File: src/rtl/fifo_wr_arbiter_pkg.sv
// rtl/fifo_wr_arbiter_pkg.sv - shared types and limits for the FIFO write-side arbiter
package fifo_arb_pkg;

   typedef enum logic {
      ST_IDLE  = 1'b0,
      ST_GRANT = 1'b1
   } arb_state_e;

   localparam int BEAT_CNT_W      = 4;
   localparam int NREQ_MIN        = 2;
   localparam int NREQ_MAX        = 8;
   localparam int BURST_MIN       = 1;
   localparam int BURST_MAX_LIMIT = 15;

endpackage

File: src/rtl/fifo_wr_arbiter_if.sv
// rtl/fifo_wr_arbiter_if.sv - requester streams, FIFO write pins and grant status
interface fifo_wr_arbiter_if #(
   parameter int NREQ   = 4,
   parameter int BITWID = 5
);
   localparam int IDW = $clog2(NREQ);

   logic [NREQ-1:0]        req_vld;
   logic [NREQ*BITWID-1:0] req_data;
   logic [NREQ-1:0]        req_rdy;
   logic                   fifo_full;
   logic                   fifo_almost_full;
   logic                   fifo_wr_en;
   logic [BITWID-1:0]      fifo_wr_data;
   logic                   grant_vld;
   logic [IDW-1:0]         grant_id;

   modport master (
      output req_vld, req_data, fifo_full, fifo_almost_full,
      input  req_rdy, fifo_wr_en, fifo_wr_data, grant_vld, grant_id
   );

   modport slave (
      input  req_vld, req_data, fifo_full, fifo_almost_full,
      output req_rdy, fifo_wr_en, fifo_wr_data, grant_vld, grant_id
   );

endinterface

File: src/rtl/rr_arb_pick.sv
// rtl/rr_arb_pick.sv - combinational round-robin pick, first request above last
module rr_arb_pick #(
   parameter int NREQ = 4
) (
   input  logic [NREQ-1:0]         req,
   input  logic [$clog2(NREQ)-1:0] last,
   output logic [$clog2(NREQ)-1:0] pick,
   output logic                    any
);
   localparam int IDW = $clog2(NREQ);

   logic           found;
   logic [IDW-1:0] idx;

   // k runs to NREQ so the previous owner is considered last, not skipped
   always_comb begin
      pick  = '0;
      found = 1'b0;
      idx   = '0;
      for (int k = 1; k <= NREQ; k++) begin
         idx = IDW'((int'(last) + k) % NREQ);
         if (!found && req[idx]) begin
            pick  = idx;
            found = 1'b1;
         end
      end
   end

   assign any = |req;

endmodule

File: src/rtl/fifo_wr_arbiter.sv
// rtl/fifo_wr_arbiter.sv - round-robin burst scheduler for one FIFO write port
module fifo_wr_arbiter
   import fifo_arb_pkg::*;
#(
   parameter int NREQ      = 4,
   parameter int BITWID    = 5,
   parameter int BURST_MAX = 4
) (
   input  logic           wclk,
   input  logic           rst_n,
   fifo_wr_arbiter_if.slave bus
);
   localparam int IDW = $clog2(NREQ);

   if (NREQ < NREQ_MIN || NREQ > NREQ_MAX) begin : g_bad_nreq
      $error("fifo_wr_arbiter: NREQ out of range");
   end
   if (BURST_MAX < BURST_MIN || BURST_MAX > BURST_MAX_LIMIT) begin : g_bad_burst
      $error("fifo_wr_arbiter: BURST_MAX out of range");
   end

   arb_state_e            state_q, state_d;
   logic [IDW-1:0]        owner_q, owner_d;
   logic [IDW-1:0]        last_owner_q, last_owner_d;
   logic [BEAT_CNT_W-1:0] beat_cnt_q, beat_cnt_d, beat_cnt_inc;
   logic                  wr_en_q, wr_en_d;
   logic [BITWID-1:0]     wr_data_q, wr_data_d;

   logic [IDW-1:0]        pick;
   logic                  any_req;
   logic                  owner_vld;
   logic                  owner_rdy;
   logic [NREQ-1:0]       rdy;
   logic [BITWID-1:0]     slice [NREQ];

   for (genvar i = 0; i < NREQ; i++) begin : g_slice
      assign slice[i] = bus.req_data[i*BITWID +: BITWID];
   end

   rr_arb_pick #(.NREQ(NREQ)) u_pick (
      .req  (bus.req_vld),
      .last (last_owner_q),
      .pick (pick),
      .any  (any_req)
   );

   assign owner_vld    = bus.req_vld[owner_q];
   // a write still sitting in the output register needs the last free slot
   assign owner_rdy    = !bus.fifo_full && !(bus.fifo_almost_full && wr_en_q);
   assign beat_cnt_inc = beat_cnt_q + BEAT_CNT_W'(1);

   always_comb begin
      state_d      = state_q;
      owner_d      = owner_q;
      last_owner_d = last_owner_q;
      beat_cnt_d   = beat_cnt_q;
      wr_en_d      = 1'b0;
      wr_data_d    = wr_data_q;
      rdy          = '0;
      unique case (state_q)
         ST_IDLE: begin
            if (any_req) begin
               owner_d    = pick;
               beat_cnt_d = '0;
               state_d    = ST_GRANT;
            end
         end
         ST_GRANT: begin
            rdy[owner_q] = owner_rdy;
            if (!owner_vld) begin
               state_d      = ST_IDLE;
               last_owner_d = owner_q;
            end else if (owner_rdy) begin
               wr_en_d    = 1'b1;
               wr_data_d  = slice[owner_q];
               beat_cnt_d = beat_cnt_inc;
               if (beat_cnt_inc == BEAT_CNT_W'(BURST_MAX)) begin
                  state_d      = ST_IDLE;
                  last_owner_d = owner_q;
               end
            end
         end
         default: state_d = ST_IDLE;
      endcase
   end

   always_ff @(posedge wclk) begin
      if (!rst_n) begin
         state_q      <= ST_IDLE;
         owner_q      <= '0;
         last_owner_q <= IDW'(NREQ - 1);
         beat_cnt_q   <= '0;
         wr_en_q      <= 1'b0;
         wr_data_q    <= '0;
      end else begin
         state_q      <= state_d;
         owner_q      <= owner_d;
         last_owner_q <= last_owner_d;
         beat_cnt_q   <= beat_cnt_d;
         wr_en_q      <= wr_en_d;
         wr_data_q    <= wr_data_d;
      end
   end

   assign bus.req_rdy      = rdy;
   assign bus.fifo_wr_en   = wr_en_q;
   assign bus.fifo_wr_data = wr_data_q;
   assign bus.grant_vld    = (state_q == ST_GRANT);
   assign bus.grant_id     = owner_q;

endmodule

File: src/flat_wrapper.sv
// flat-port wrapper written by rule: the top's interface ports become plain ports
module fifo_wr_arbiter_flat import fifo_arb_pkg::*;
#(
   parameter int NREQ      = 4,
   parameter int BITWID    = 5,
   parameter int BURST_MAX = 4
)
  (wclk, rst_n, bus_req_vld, bus_req_data, bus_fifo_full, bus_fifo_almost_full, bus_req_rdy, bus_fifo_wr_en, bus_fifo_wr_data, bus_grant_vld, bus_grant_id);
  fifo_wr_arbiter_if #(.NREQ(NREQ), .BITWID(BITWID)) bus_i ();
  input  logic wclk;
  input  logic rst_n;
  input wire logic [$bits(bus_i.req_vld)-1:0] bus_req_vld;
  input wire logic [$bits(bus_i.req_data)-1:0] bus_req_data;
  input wire logic [$bits(bus_i.fifo_full)-1:0] bus_fifo_full;
  input wire logic [$bits(bus_i.fifo_almost_full)-1:0] bus_fifo_almost_full;
  output wire logic [$bits(bus_i.req_rdy)-1:0] bus_req_rdy;
  output wire logic [$bits(bus_i.fifo_wr_en)-1:0] bus_fifo_wr_en;
  output wire logic [$bits(bus_i.fifo_wr_data)-1:0] bus_fifo_wr_data;
  output wire logic [$bits(bus_i.grant_vld)-1:0] bus_grant_vld;
  output wire logic [$bits(bus_i.grant_id)-1:0] bus_grant_id;
  assign bus_i.req_vld = bus_req_vld;
  assign bus_i.req_data = bus_req_data;
  assign bus_i.fifo_full = bus_fifo_full;
  assign bus_i.fifo_almost_full = bus_fifo_almost_full;
  assign bus_req_rdy = bus_i.req_rdy;
  assign bus_fifo_wr_en = bus_i.fifo_wr_en;
  assign bus_fifo_wr_data = bus_i.fifo_wr_data;
  assign bus_grant_vld = bus_i.grant_vld;
  assign bus_grant_id = bus_i.grant_id;
  fifo_wr_arbiter #(.NREQ(NREQ), .BITWID(BITWID), .BURST_MAX(BURST_MAX)) u_core (.wclk(wclk), .rst_n(rst_n), .bus(bus_i));
endmodule
File: config.mk
export PLATFORM = sky130hd
export DESIGN_NAME = fifo_wr_arbiter_flat
export DESIGN_NICKNAME = d
export VERILOG_FILES = /design/src/rtl/fifo_wr_arbiter_pkg.sv /design/src/rtl/fifo_wr_arbiter_if.sv /design/src/rtl/rr_arb_pick.sv /design/src/rtl/fifo_wr_arbiter.sv /design/src/flat_wrapper.sv
export SDC_FILE = /design/constraint.sdc
export NUM_CORES = 1
export LEC_CHECK = 0
export BUFFER_PORTS_ARGS = -buffer_cell sky130_fd_sc_hd__buf_2
export CAP_MARGIN = 10
export CORE_MARGIN = 2
export CORE_UTILIZATION = 35
export CTS_CLUSTER_DIAMETER = 120
export DETAILED_ROUTE_END_ITERATION = 6
export GPL_TIMING_DRIVEN = 0
export SYNTH_ARGS = -nofsm -noshare
export SYNTH_HDL_FRONTEND = slang
export SYNTH_SLANG_ARGS = --single-unit
File: constraint.sdc
create_clock -name wclk -period 3.9 [get_ports wclk]
set_input_delay 0.585 -clock wclk [delete_from_list [all_inputs] [get_ports wclk]]
set_output_delay 0.585 -clock wclk [all_outputs]
set_load 0.01 [all_outputs]
==> results.md <==
- Port buffer count: 39
- Root Buffer: clkbuf_4
- Largest delay share family, worst path: simple AND/OR/NAND/NOR gates
- FP Rows: 18
- Gpl congestion: 0.735
- Area of the multi-input gates: 594 sq um
- Ys Warns: 0
- Initial DRC Count: 20
- Worst Skew: 0.00782 ns
- Final wirelength: 2.14 mm
- Detail Route Antenna Nets: 0
- CTS Sinks: 15
- Final Hold Viols: 0
- VDD IR-drop max: 0.183 mV
- Clock transition at path regs: 0.10 ns
- CP Capture Type: output pin
- Cells after Synth: 101
- Post-synthesis register bit count: 15
- Die X-Extent: 55.5 um
- Slew Limit Fails: 0
- I/O pin count: 41
- Grt ovf: 0
- Leading cell type in the layout, fill and taps excluded: buf_2
- Relative slew slack: a little under 70%
- Pwr/cell area: 302 nW/um^2
- Initial antenna violation count: 0
- Post-synth top area cell: dfxtp_1
- Vias per cell: 5.16
- EDFF count, synth: 0
- Worst-Skew Late Latency: 0.28 ns
- Syn nets: 131
- CP cell instances: nor2b_1, and2_1, nand2_1, nor2_1, buf_2
- Fin crit share: 54.0%
- CTS Buffer Depth: 2
- Ant. Diodes: 0
- Worst Hold Class: flip-flop to flip-flop
- Crit path depth: 5
- Critical path startpoint category: flip-flop
- Vias: 897
- Die Y: 55.5 um
- Layout cells sized above 1: 38.9%
- CTS Buf Count: 3
- DR DRC count: 0
- Post-Synthesis Cell Area: 930 sq um
- Hpwl dp: 1.68 mm
- Worst hold stages: 2
- Cells on worst reg2reg path: 5
- Max FO, Critical Path: 6
- Register area: 300 sq um
- First drt pass iteration count: 4
- CTS tree: built
- Setup tns final: 0 ns
- Hold bufs inserted after CTS: 0
- Arr. time, crit path: between 1.5 and 2 ns
- Cell variety after synth: 37
- Post-cts sizing count: 0
- Most frequent cells in the layout: buf_2, nand2_1, dfxtp_1
- GRT Total Usage: between 10% and 20%
- Power Total: 0.359 mW
- Largest net degree at the start of global routing: 11
- Starting Density: 37.2%
- H-tree levels: 1
- Post-DP Area: 1160 sq um
- Nets: 175
- FFs w/ async S/R, synth: 0%
- Post-synthesis sequential area ratio: between 30% and 40%
- Share of the synthesized area in the top cell type: 32.3%
- Global-route wire length before repair: 3.73 mm
- Setup-failing EPs final: 0
- Core Area: 2500 sq um
- Worst path required time: 3.31 ns
- Status: finished, final reports clean
- Worst setup path class: flip-flop to output pin
- Slowest cell delay on critical path: 0.42 ns
- Worst Tran Pin Value: between 0.4 and 0.5 ns
- Slowest-stage cell, CP: dfxtp_1
- Post-route minimum period: between 2 and 2.5 ns
- Number of max-cap violations: 0
- Mean area per synthesized cell: 9.20 sq um
- WL per Instance: 12.3 um
- Lkg Pwr: 0.561 nW
- Achievable Freq: 475 MHz
- Predominant post-synthesis flop cell: dfxtp_1
- Crit path buf inv count: 1
- Synth top area cells: dfxtp_1, mux4_2, nand2_1, nor2b_1, a21boi_1
- Vias in the first global route: 841
- Area delta synth->final: 28.0%
- Post-CTS Setup Bufs: 0
- RSZ-0062 raised after global routing: no
- Fin area: between 1000 and 1500 sq um
- Fillers: 242
- DIE AREA: around 3100 sq um
==> layout make-up <==
cell class	instances	share of cell area [%]
Clock inverter	1	0.421
Multi-Input combinational cell	79	49.9
Sequential cell	15	25.2
Inverter	2	0.631
Timing Repair Buffer	39	16.4
Tap cell	30	3.15
Clock buffer	3	1.89
Buffer	5	2.31
==> per-stage QoR <==
| step | hold WS, ns | util, % | setup slack, ns | std cells |
|---|---|---|---|---|
| after floorplan | 0.450 | - | 2.12 | 101 |
| after global placement | 0.440 | 46.5 | 1.91 | 170 |
| after detailed placement | 0.442 | 46.5 | 1.88 | 170 |
| after CTS | 0.456 | 47.6 | 1.78 | 174 |
| after global routing | 0.474 | 47.6 | 1.62 | 174 |
| final | 0.455 | 47.6 | 1.80 | 174 |
==> worst min-delay path, stage by stage (launching register included) <==
cell and delay [ns]:
dfxtp_1 0.31, nand2_1 0.05, a21boi_1 0.05
==> routing by layer <==
layer  up-vias  track usage [%]  part of all wire, %
li1        447                -                    -
met2        32             25.0                   45
met1       416             18.6                   47
met3         2             4.22                  7.7
met4         0             4.18                 0.19
met5         -                0                    0
==> logic make-up after synthesis <==
group	count (synthesis)	share of synthesized area, %
xor gates and xnor gates	1	0.942
muxes	9	17.8
buffers and inverters	7	3.77
and+or+nand+nor	48	26.9
adders and majority gates	2	2.69
AOI/OAI and AO/OA	19	15.6
DFF	15	32.3
==> report_power, final <==
group / switching, mW / internal [mW]
clock network: 0.0524 / 0.0380
logic: 0.0453 / 0.0506
registers: 0.0102 / 0.163
==> state kept, by name (all words and copies together), names as in the netlist <==
| register | count |
|---|---|
| u_core.beat_cnt_q | 4 |
| u_core.bus.fifo_wr_data | 5 |
| u_core.bus.fifo_wr_en | 1 |
| u_core.bus.grant_id | 2 |
| u_core.bus.grant_vld | 1 |
| u_core.last_owner_q | 2 |
==> Yosys cell counts (2+ instances only) <==
cell	number
nand3_1	2
a21boi_1	6
nor2_1	3
inv_1	2
clkbuf_1	2
o21ai_1	2
mux4_2	6
and3_1	4
ha_1	2
nor2b_1	8
nand2_1	19
a21oi_1	2
mux2i_1	3
nand2b_1	3
dfxtp_1	15
==> worst paths after layout <==
| kind | to | slack, ns | startpoint |
|---|---|---|---|
| setup reg to reg | u_core.beat_cnt_q[0]$_SDFFE_PN0P_ | 2.31 | u_core.bus.grant_id[1]$_SDFFE_PN0P_ |
| hold / removal | u_core.bus.fifo_wr_data[1]$_SDFFE_PN0P_ | 0.45 | u_core.bus.fifo_wr_data[1]$_SDFFE_PN0P_ |
| hold reg to reg | u_core.bus.fifo_wr_data[1]$_SDFFE_PN0P_ | 0.45 | u_core.bus.fifo_wr_data[1]$_SDFFE_PN0P_ |
| setup / recovery | bus_req_rdy[1] | 1.80 | u_core.bus.grant_vld$_SDFF_PN0_ |
Power figures use the tool's default switching activity.
